## src/rtl/vend_pkg.sv

```systemverilog
// vend_pkg: shared definitions for the change scheduler.
//   Return-code encodings, return-code -> tens conversion, one-hot coin
//   encodings (bit 2 = 50, bit 1 = 20, bit 0 = 10), coin values in tens,
//   and the scheduler FSM state encoding.
`timescale 1ns/1ps
package vend_pkg;

    localparam logic [2:0] RET_0       = 3'b000;
    localparam logic [2:0] RET_20      = 3'b001;
    localparam logic [2:0] RET_30      = 3'b010;
    localparam logic [2:0] RET_40      = 3'b011;
    localparam logic [2:0] RET_50      = 3'b100;
    localparam logic [2:0] RET_70      = 3'b101;
    localparam logic [2:0] RET_90      = 3'b110;
    localparam logic [2:0] RET_ILLEGAL = 3'b111;

    localparam logic [2:0] COIN_50 = 3'b100;
    localparam logic [2:0] COIN_20 = 3'b010;
    localparam logic [2:0] COIN_10 = 3'b001;

    localparam logic [3:0] VAL_50 = 4'd5;
    localparam logic [3:0] VAL_20 = 4'd2;
    localparam logic [3:0] VAL_10 = 4'd1;

    typedef enum logic [2:0] {
        ST_IDLE  = 3'd0,
        ST_VEND  = 3'd1,
        ST_EJECT = 3'd2,
        ST_GAP   = 3'd3,
        ST_FAULT = 3'd4
    } state_t;

    // Change amount in units of ten for a return code.
    function automatic logic [3:0] ret_to_tens(input logic [2:0] ret);
        logic [3:0] tens;
        case (ret)
            RET_20:  tens = 4'd2;
            RET_30:  tens = 4'd3;
            RET_40:  tens = 4'd4;
            RET_50:  tens = 4'd5;
            RET_70:  tens = 4'd7;
            RET_90:  tens = 4'd9;
            default: tens = 4'd0;
        endcase
        return tens;
    endfunction

endpackage

```

## src/rtl/vend_txn_fifo.sv

```systemverilog
// vend_txn_fifo: small FIFO holding pending {purchase, ret} outcomes.
//   clk, reset  : clock, asynchronous active-high reset
//   push, wdata : write strobe and data (ignored while full)
//   pop, rdata  : read strobe and head-of-queue data (head visible without a pop)
//   full, empty : registered status flags
// DEPTH must be a power of two so the pointers wrap naturally.
`timescale 1ns/1ps
module vend_txn_fifo #(
    parameter int DEPTH = 4,
    parameter int WIDTH = 4
) (
    input  logic             clk,
    input  logic             reset,
    input  logic             push,
    input  logic [WIDTH-1:0] wdata,
    input  logic             pop,
    output logic [WIDTH-1:0] rdata,
    output logic             full,
    output logic             empty
);
    localparam int AW = $clog2(DEPTH);
    localparam int CW = AW + 1;

    logic [WIDTH-1:0] mem_q [DEPTH];
    logic [AW-1:0]    wr_ptr_q, rd_ptr_q;
    logic [CW-1:0]    count_q, count_d;
    logic             full_q, empty_q;
    logic             do_push, do_pop;

    // Status flags are registered, so a pop cannot open a slot for a push
    // arriving in the same cycle.
    assign do_push = push && !full_q;
    assign do_pop  = pop && !empty_q;
    assign count_d = count_q + CW'(do_push) - CW'(do_pop);

    always_ff @(posedge clk or posedge reset) begin
        if (reset) begin
            wr_ptr_q <= '0;
            rd_ptr_q <= '0;
            count_q  <= '0;
            full_q   <= 1'b0;
            empty_q  <= 1'b1;
        end else begin
            if (do_push) wr_ptr_q <= wr_ptr_q + 1'b1;
            if (do_pop)  rd_ptr_q <= rd_ptr_q + 1'b1;
            count_q <= count_d;
            full_q  <= (count_d == CW'(DEPTH));
            empty_q <= (count_d == '0);
        end
    end

    genvar gi;
    generate
        for (gi = 0; gi < DEPTH; gi++) begin : g_mem
            always_ff @(posedge clk) begin
                if (do_push && (wr_ptr_q == AW'(gi))) mem_q[gi] <= wdata;
            end
        end
    endgenerate

    assign rdata = mem_q[rd_ptr_q];
    assign full  = full_q;
    assign empty = empty_q;

endmodule

```

## src/rtl/vend_change_scheduler.sv

```systemverilog
// vend_change_scheduler: queues vending outcomes and plays them out as one
// product-release handshake followed by greedy 50/20/10 coin ejections.
//   clk, reset                 : clock, asynchronous active-high reset
//   txn_valid/purchase/ret     : outcome strobe, product flag, 3-bit return code
//   txn_ready                  : outcome can be accepted (FIFO not full, no fault)
//   vend_req/vend_ack          : product release handshake
//   eject_req[2:0]/eject_ack   : one-hot coin request (50/20/10) handshake
//   busy                       : work pending or in progress
//   err_illegal                : one-cycle pulse after return code 111 is offered
//   fault                      : sticky ack timeout / stock exhausted
//   refill, low_stock[2:0]     : coin stock reload and low-stock flags
// Build option VEND_COIN_INVENTORY_EN adds per-denomination stock counters
// with 50 -> 20 -> 10 fallback; without it stock is unlimited.
`timescale 1ns/1ps
module vend_change_scheduler
    import vend_pkg::*;
#(
    parameter int FIFO_DEPTH  = 4,
    parameter int GAP_CYCLES  = 8,
    parameter int ACK_TIMEOUT = 255,
    parameter int INIT_COINS  = 15
) (
    input  logic       clk,
    input  logic       reset,
    input  logic       txn_valid,
    input  logic       txn_purchase,
    input  logic [2:0] txn_ret,
    output logic       txn_ready,
    output logic       vend_req,
    input  logic       vend_ack,
    output logic [2:0] eject_req,
    input  logic       eject_ack,
    output logic       busy,
    output logic       err_illegal,
    output logic       fault,
    input  logic       refill,
    output logic [2:0] low_stock
);
    localparam int WW = $clog2(ACK_TIMEOUT + 1);
    localparam int GW = $clog2(GAP_CYCLES + 1);

    state_t        state_q, state_d;
    logic [3:0]    rem_q, rem_d;
    logic [WW-1:0] wait_q, wait_d;
    logic [GW-1:0] gap_q, gap_d;
    logic          err_q;

    logic          fifo_push, fifo_pop, fifo_full, fifo_empty;
    logic [3:0]    fifo_rdata;
    logic          offer, illegal;
    logic [2:0]    coin_sel;
    logic [3:0]    coin_val;
    logic          coin_fault;
    logic          eject_take;

    assign txn_ready = !fifo_full && (state_q != ST_FAULT);
    assign offer     = txn_valid && txn_ready;
    assign illegal   = offer && (txn_ret == RET_ILLEGAL);
    // A purchase with nothing to return still needs its release handshake;
    // an outcome with neither is simply dropped.
    assign fifo_push = offer && !illegal && (txn_purchase || (txn_ret != RET_0));

    vend_txn_fifo #(.DEPTH(FIFO_DEPTH), .WIDTH(4)) u_fifo (
        .clk   (clk),
        .reset (reset),
        .push  (fifo_push),
        .wdata ({txn_purchase, txn_ret}),
        .pop   (fifo_pop),
        .rdata (fifo_rdata),
        .full  (fifo_full),
        .empty (fifo_empty)
    );

    assign eject_take = (state_q == ST_EJECT) && (rem_q != 4'd0) && !coin_fault && eject_ack;

`ifdef VEND_COIN_INVENTORY_EN
    logic [4:0] stock [3];
    logic       refill_pend_q;
    logic       refill_now;

    // A refill landing while a coin request is held is deferred so the
    // requested denomination cannot change under the hopper.
    assign refill_now = (refill || refill_pend_q) &&
                        !((state_q == ST_EJECT) && (rem_q != 4'd0));

    always_ff @(posedge clk or posedge reset) begin
        if (reset) refill_pend_q <= 1'b0;
        else       refill_pend_q <= (refill || refill_pend_q) && !refill_now;
    end

    genvar gi;
    generate
        for (gi = 0; gi < 3; gi++) begin : g_stock
            logic [4:0] cnt_q;
            always_ff @(posedge clk or posedge reset) begin
                if (reset)                           cnt_q <= 5'(INIT_COINS);
                else if (refill_now)                 cnt_q <= 5'(INIT_COINS);
                else if (eject_take && coin_sel[gi]) cnt_q <= cnt_q - 5'd1;
            end
            assign stock[gi]     = cnt_q;
            assign low_stock[gi] = (cnt_q <= 5'd2);
        end
    endgenerate

    // Greedy choice with fallback to the next smaller coin when empty.
    always_comb begin
        coin_sel   = COIN_10;
        coin_val   = VAL_10;
        coin_fault = 1'b0;
        if (rem_q >= VAL_50 && stock[2] != 5'd0) begin
            coin_sel = COIN_50;
            coin_val = VAL_50;
        end else if (rem_q >= VAL_20 && stock[1] != 5'd0) begin
            coin_sel = COIN_20;
            coin_val = VAL_20;
        end else if (stock[0] == 5'd0) begin
            coin_fault = 1'b1;
        end
    end
`else
    logic unused_refill;
    assign unused_refill = refill;
    assign low_stock     = 3'b000;

    always_comb begin
        coin_sel   = COIN_10;
        coin_val   = VAL_10;
        coin_fault = 1'b0;
        if (rem_q >= VAL_50) begin
            coin_sel = COIN_50;
            coin_val = VAL_50;
        end else if (rem_q >= VAL_20) begin
            coin_sel = COIN_20;
            coin_val = VAL_20;
        end
    end
`endif

    always_ff @(posedge clk or posedge reset) begin
        if (reset) begin
            state_q <= ST_IDLE;
            rem_q   <= 4'd0;
            wait_q  <= '0;
            gap_q   <= '0;
            err_q   <= 1'b0;
        end else begin
            state_q <= state_d;
            rem_q   <= rem_d;
            wait_q  <= wait_d;
            gap_q   <= gap_d;
            err_q   <= illegal;
        end
    end

    always_comb begin
        state_d   = state_q;
        rem_d     = rem_q;
        wait_d    = wait_q;
        gap_d     = gap_q;
        fifo_pop  = 1'b0;
        vend_req  = 1'b0;
        eject_req = 3'b000;
        case (state_q)
            ST_IDLE: begin
                if (!fifo_empty) begin
                    fifo_pop = 1'b1;
                    rem_d    = ret_to_tens(fifo_rdata[2:0]);
                    wait_d   = '0;
                    state_d  = fifo_rdata[3] ? ST_VEND : ST_EJECT;
                end
            end
            ST_VEND: begin
                vend_req = 1'b1;
                if (vend_ack) begin
                    wait_d  = '0;
                    state_d = ST_EJECT;
                end else if (wait_q == WW'(ACK_TIMEOUT - 1)) begin
                    state_d = ST_FAULT;
                end else begin
                    wait_d = wait_q + 1'b1;
                end
            end
            ST_EJECT: begin
                if (rem_q == 4'd0) begin
                    state_d = ST_IDLE;
                end else if (coin_fault) begin
                    state_d = ST_FAULT;
                end else begin
                    eject_req = coin_sel;
                    if (eject_ack) begin
                        rem_d   = rem_q - coin_val;
                        gap_d   = '0;
                        state_d = ST_GAP;
                    end else if (wait_q == WW'(ACK_TIMEOUT - 1)) begin
                        state_d = ST_FAULT;
                    end else begin
                        wait_d = wait_q + 1'b1;
                    end
                end
            end
            ST_GAP: begin
                if (gap_q == GW'(GAP_CYCLES - 1)) begin
                    wait_d  = '0;
                    state_d = ST_EJECT;
                end else begin
                    gap_d = gap_q + 1'b1;
                end
            end
            ST_FAULT: begin
                state_d = ST_FAULT;
            end
            default: begin
                state_d = ST_IDLE;
            end
        endcase
    end

    assign busy        = (state_q != ST_IDLE) || !fifo_empty;
    assign fault       = (state_q == ST_FAULT);
    assign err_illegal = err_q;

endmodule

```

## config.mk

```make
export PLATFORM = sky130hd
export DESIGN_NAME = vend_change_scheduler
export DESIGN_NICKNAME = d
export VERILOG_FILES = /design/src/rtl/vend_pkg.sv /design/src/rtl/vend_txn_fifo.sv /design/src/rtl/vend_change_scheduler.sv
export SDC_FILE = /design/constraint.sdc
export NUM_CORES = 1
export LEC_CHECK = 0
export CORE_ASPECT_RATIO = 0.5
export CORE_MARGIN = 3
export CORE_UTILIZATION = 52
export CTS_CLUSTER_DIAMETER = 50
export DETAILED_ROUTE_END_ITERATION = 8
export PLACE_DENSITY_LB_ADDON = 0.12
export RECOVER_POWER = 25
export SYNTH_ARGS = -nofsm -noshare
export SYNTH_HDL_FRONTEND = slang
export SYNTH_SLANG_ARGS = --single-unit
```

## constraint.sdc

```tcl
create_clock -name clk -period 2.23 [get_ports clk]
set_input_delay 0.446 -clock clk [delete_from_list [all_inputs] [get_ports clk]]
set_output_delay 0.446 -clock clk [all_outputs]
set_load 0.02 [all_outputs]
```

### Yosys cells after proc, flatten, opt, wreduce, memory -nomap -nowiden

Memories as Yosys holds them, arrays and structs flattened.
Index checks and enable logic that the tools add are counted.

* reduce and logical (&&, ||, !) cells: 32
* multiplexer cells: 50
* add/subtract/negate cells: 7
* $lt $le $gt $ge: 2
* eq/ne operators: 24

Operators with widths (count)
* 2-to-1 mux 8 bit: 6
* 2-to-1 mux 4 bit: 10
* one-hot mux 8 bit (4 select lines): 1
* 2-to-1 mux 3 bit: 9
* one-hot mux 4 bit (6 select lines): 1
* equality test 3 bit, second input constant: 6
* one-hot mux 4 bit (2 select lines): 2
* one-hot mux 3 bit (5 select lines): 1
* 2-to-1 mux 1 bit: 14
* equality test 3 x 2 -> 1 bit, second input constant: 4
* 2-to-1 mux 2 bit: 6
* inequality test 2 bit, second input constant: 6
* OR reduction 4 bit: 3
* logical AND 1 bit: 11
* adder 8 x 1 -> 8 bit, second input constant: 1
* equality test 8 bit, second input constant: 1
* AND reduction 4 bit: 2
* equality test 3 x 1 -> 1 bit, second input constant: 2
* logical NOT 3 bit: 2
* nonzero test 3 bit: 2
* AND reduction 5 bit: 1
* adder 2 x 1 -> 2 bit, second input constant: 2
* adder 4 x 1 -> 4 bit, second input constant: 1
* equality test 2 bit, second input constant: 2
* 15 further kinds: 19

* register bits after elaboration: 29
* word-level logic and storage cells: 126
* memories: 1
* RAM bits: 16

Memories
* u_fifo.mem_q: words 4, width 4, read ports 1, clocked after memory_dff 0, write ports 1, RTL line vend_txn_fifo.sv:24 `logic [WIDTH-1:0] mem_q [DEPTH];`

### Depth between registers and ports, before layout

Gate-level depths: netlist of run 1.

* word-level depth: 15
* gate-level depth with buffers: 9
* mapped depth without buffers: 9

### Cells and area by module

Synthesis of run 1 repeated with hierarchy kept, for this count alone.

* cell total of the unflattened synthesis: 239
* area total of the unflattened synthesis: 2576.2 um^2

Modules (own cells, without submodules)
* vend_change_scheduler: area an instance 1519.0 um^2, sequential area each 500.5 um^2, cells an instance 181, times used 1
* vend_txn_fifo: area an instance 1057.3 um^2, sequential area each 706.9 um^2, cells an instance 58, times used 1

### Worst setup path after synthesis of run 1

OpenSTA, ideal clock, no wires.

* path type: reg-to-reg
* from: reg state_q[1]
* to: reg u_fifo.full_q, in the netlist u_fifo.full
* buffers on the path: 0
* clock period less this slack: 2.619 ns
* setup slack: -0.389 ns
* arrival: 2.531 ns
* data required time: 2.142 ns
* cell stages (with the launch flop): 9
* cell sequence: dfrtp_1 -> nor3b_1 -> nor2_1 -> nand2_1 -> nor4_4 -> ha_1 -> fa_1 -> xnor2_1 -> nor3b_1

* word-level cells in the longest chain between the ends: 11
* elaborated cells on any way between the ends: 14
* classes of those cells: add/sub (2); eq/ne (2); mux (1); reduce/logical (9)

Ends and longest elaborated chain
* start: declaration: RTL line vend_change_scheduler.sv:42 `state_t state_q, state_d;`
* start signal: assignment: RTL line vend_change_scheduler.sv:147 `state_q <= state_d;`
* inequality test 3 bit (*): RTL line vend_change_scheduler.sv:56 `assign txn_ready = !fifo_full && (state_q != ST_FAULT);`
* logical AND 1 bit (*): RTL line vend_change_scheduler.sv:56
* named net txn_ready: RTL line vend_change_scheduler.sv:28 `output logic txn_ready,`
* logical AND 1 bit (*): RTL line vend_change_scheduler.sv:57 `assign offer = txn_valid && txn_ready;`
* logical AND 1 bit: RTL line vend_change_scheduler.sv:58 `assign illegal = offer && (txn_ret == RET_ILLEGAL);`
* logical NOT 1 bit: RTL line vend_change_scheduler.sv:61 `assign fifo_push = offer && !illegal && (txn_purchase || (txn_ret != RET_0));`
* logical AND 1 bit (*) (2 in a row): RTL line vend_change_scheduler.sv:61
* logical AND 1 bit (*): RTL line vend_txn_fifo.sv:32 `assign do_push = push && !full_q;`
* named net u_fifo.do_push: RTL line vend_txn_fifo.sv:28 `logic do_push, do_pop;`
* adder 3 x 1 -> 3 bit (*): RTL line vend_txn_fifo.sv:34 `assign count_d = count_q + CW'(do_push) - CW'(do_pop);`
* subtractor 3 x 1 -> 3 bit (*): RTL line vend_txn_fifo.sv:34
* named net u_fifo.count_d[2]: RTL line vend_txn_fifo.sv:26 `logic [CW-1:0] count_q, count_d;`
* equality test 3 bit (*): RTL line vend_txn_fifo.sv:47 `full_q <= (count_d == CW'(DEPTH));`
* end signal: assignment: RTL line vend_txn_fifo.sv:47
* end: declaration: RTL line vend_txn_fifo.sv:27 `logic full_q, empty_q;`

Mark *: on every way through the listed nets, which the timed path passes. The rest lies on a longest branch.
A chain may end at the register's enable or synchronous reset.

### Final worst setup path of run 1

* from: reg state_q[0]
* to: out fault

* word-level cells in the longest chain between the ends: 1

Ends and longest elaborated chain
* equality test 3 bit: RTL line vend_change_scheduler.sv:219 `assign fault = (state_q == ST_FAULT);`
* end: declaration: RTL line vend_change_scheduler.sv:35 `output logic fault,`

No other way between the ends.

==> flow_metrics.py, run 1 <==
metrics = {
    "floorplan": {
        "placeableCoreArea_sq_um": 4530,
        "initial_core_util_pct": 55.7,
        "io_pins": 21,
        "die_w_um": 105,
        "rows": 17,
        "dieArea_sq_um": 5780,
        "die_y_um": 55.3,
    },
    "timing": {
        "worst_pin_slew_ns": 0.749,
        "slew_headroom_pct": 50.1,
        "hold_violations": 0,
        "fin_crit_ns": 2.15,
        "fin_tns_setup_ns": 0,
        "finalSetupViolations": 0,
        "post-route-period-util_pct": 96.3,
        "fin_skew_ns": 0.00446,
        "drv_slew": 0,
        "max_freq_ghz": 0.466,
    },
    "layout": {
        "final_common_cell": "dfrtp_1",
        "final_cell_mix": "dfrtp_1 (25), nand2_1 (18), buf_4 (16), edfxtp_1 (16), a21oi_1 (15)",
        "area_delta_synth_final_pct": 20.1,
        "fillers": 363,
        "final_core_util_pct": 66.9,
        "n_antenna_cell": 0,
        "finalNonFillerCells": 330,
        "final_layout_size_suffix_gt1_share_pct": 22.7,
        "nets": 287,
    },
    "global_route": {
        "grt_pass1_vias": 1758,
        "grt_pass1_wl_um": 8280,
        "globalRouteOverflowTotal": 0,
        "grt_max_degree": 30,
        "antenna_found_initial": 0,
        "groute.usage.overall_pct": 17.8,
    },
    "route": {
        "wl_met2_um": 2240,
        "drt-initial-drc-count": 76,
        "met3WireLength_um": 201,
        "drc_errors": 0,
        "wl_met1_um": 2220,
        "wl_per_cell_um": 14.3,
        "first_pass_iters": 4,
        "wirelength_um": 4710,
        "num_vias": 1807,
        "ant_nets": 0,
        "vias_per_cell": 5.48,
        "highest_layer": "met4",
    },
    "clocking": {
        "cts_root_buf": "clkbuf_8",
        "cts_max_path_buffers": 2,
        "clock_sinks": 45,
        "path_clk_slew_ns": 0.08,
        "cts_buffers": 5,
        "clk_latency_ns": 0.29,
        "ctsHoldBuffers": 0,
        "htreeDepth": 2,
        "cts_tree": "built",
    },
    "worst_setup_path": {
        "start_kind": "flop",
        "cp-end-kind": "output port",
        "required_ns": 1.78,
        "critPathKind": "flop to output port",
        "worstPathArrival_ns": 1.70,
        "crit_path_max_fanout": 5,
    },
    "power_and_ir_drop": {
        "finalPower_mw": 3.99,
        "power_density_nw_per_um2": 1320,
        "vdd_drop_max_mv": 0.527,
        "leakage_nw": 1.28,
    },
    "yosys": {
        "ys_ff_latch": 45,
        "synthesis.area_sq_um": 2520,
        "synth_ff_type": "dfrtp_1",
        "yosysSeqAreaShare_pct": 47.8,
        "ys_types": 57,
        "synth-edff-count": 16,
        "avgSynthCellArea_sq_um": 11.1,
        "synthArstFlopShare_pct": 64.4,
        "yosysWarnings": 0,
        "syn_inst": 228,
    },
    "place": {
        "hpwl_um": 3390,
        "numPortBuffers": 16,
        "dp_cells": 322,
        "gp_congestion": 0.789,
    },
    "hold_path": {
        "hp-class": "flop to flop",
    },
    "outcome": {
        "status": "completed",
    },
    "job": {
        "drv_cap": 0,
    },
}
-- critical path, stage by stage (launching register included) --
cell,delay (ns)
dfrtp_1,0.47
nor3b_4,0.29
clkdlybuf4s50_1,0.65
-- registers in the layout, summed over array words and instances, names as in the netlist --
signal and flops:
err_illegal 1, gap_q 4, rem_q 4, state_q 3, u_fifo.count_q 3, u_fifo.empty 1
u_fifo.full 1, u_fifo.mem_q 16, u_fifo.rd_ptr_q 2, u_fifo.wr_ptr_q 2, wait_q 8
-- worst paths after layout --
check | from | end | slack [ns] | depth (start not counted)
min | gap_q[1] | gap_q[1] | 0.53 | 2
max | state_q[0] | fault | 0.08 | 2
min reg2reg | gap_q[1] | gap_q[1] | 0.53 | 2
max reg2reg | rem_q[1] | rem_q[1] | 0.12 | 8
min in group asynchronous | reset | wait_q[5] | 0.79 | 3
max in group asynchronous | reset | state_q[1] | 0.92 | 3
-- metrics by stage --
step                hold slack, ns  worst slack, ns  cell area (sq um)
detailed placement           0.516           -0.365               2870
floorplan                    0.476          0.00111               2560
global route                 0.588          -0.0444               3030
global placement             0.500           -0.281               2870
CTS                          0.524          0.00415               3010
finish                       0.531           0.0831               3030
-- metal layers --
layer / GRT usage [%] / up-vias
li1: - / 883
met1: 23.8 / 873
met2: 29.4 / 43
met3: 4.78 / 8
met4: 3.98 / 0
met5: 0 / -
-- synth_stat cells (4+ instances only) --
cell type / instances / area (sq um)
nor2_1: 14 / 52.6
o21ai_0: 11 / 55.1
edfxtp_1: 16 / 480
nor3_1: 6 / 30.0
nand2_1: 18 / 67.6
inv_1: 14 / 52.6
and2_1: 5 / 31.3
mux2i_1: 4 / 40.0
ha_1: 12 / 150
a21oi_1: 15 / 75.1
nand3_1: 12 / 60.1
xnor2_1: 4 / 35.0
dfrtp_1: 28 / 701
-- area by class of cell --
type | instances | area [sq um] | area share (%)
clock buffer | 5 | 68.8 | 2.27
clock inverter | 3 | 65.1 | 2.15
inverter | 14 | 52.6 | 1.73
multi-input combinational | 163 | 1250 | 41.3
sequential | 45 | 1210 | 40.0
tap | 66 | 82.6 | 2.73
timing repair buffer | 34 | 298 | 9.83
-- kinds of logic after synthesis --
logic type                 Yosys count  share of synthesized area, %
buffers and inverters               22                          5.16
muxes                                9                          5.16
xor gates and xnor gates             7                          2.43
other                                1                         0.149
and+or+nand+nor                     86                          19.7
DFF                                 45                          47.8
adders and majority gates           14                          7.54
AOI/OAI and AO/OA                   44                          12.0
-- power breakdown --
group,total [mW],internal [mW],switching [mW]
clock network,0.722,0.445,0.277
registers,1.34,1.09,0.253
logic,1.92,0.907,1.02
-- timing repair --
item                                    CTS  global route
pin swaps                                 0             1
gates resized for setup                   8            10
endpoints found under the setup margin    6             7
endpoints found under the hold margin     0             0
buffers inserted                          0             0
(Power assumes the default switching activity.)
==> run 2: changes to the inputs <==
SLEW_MARGIN = 0   (was unset)
==> results of run 2 <==
Final layout, timing and power as in run 1 (identical DEF).
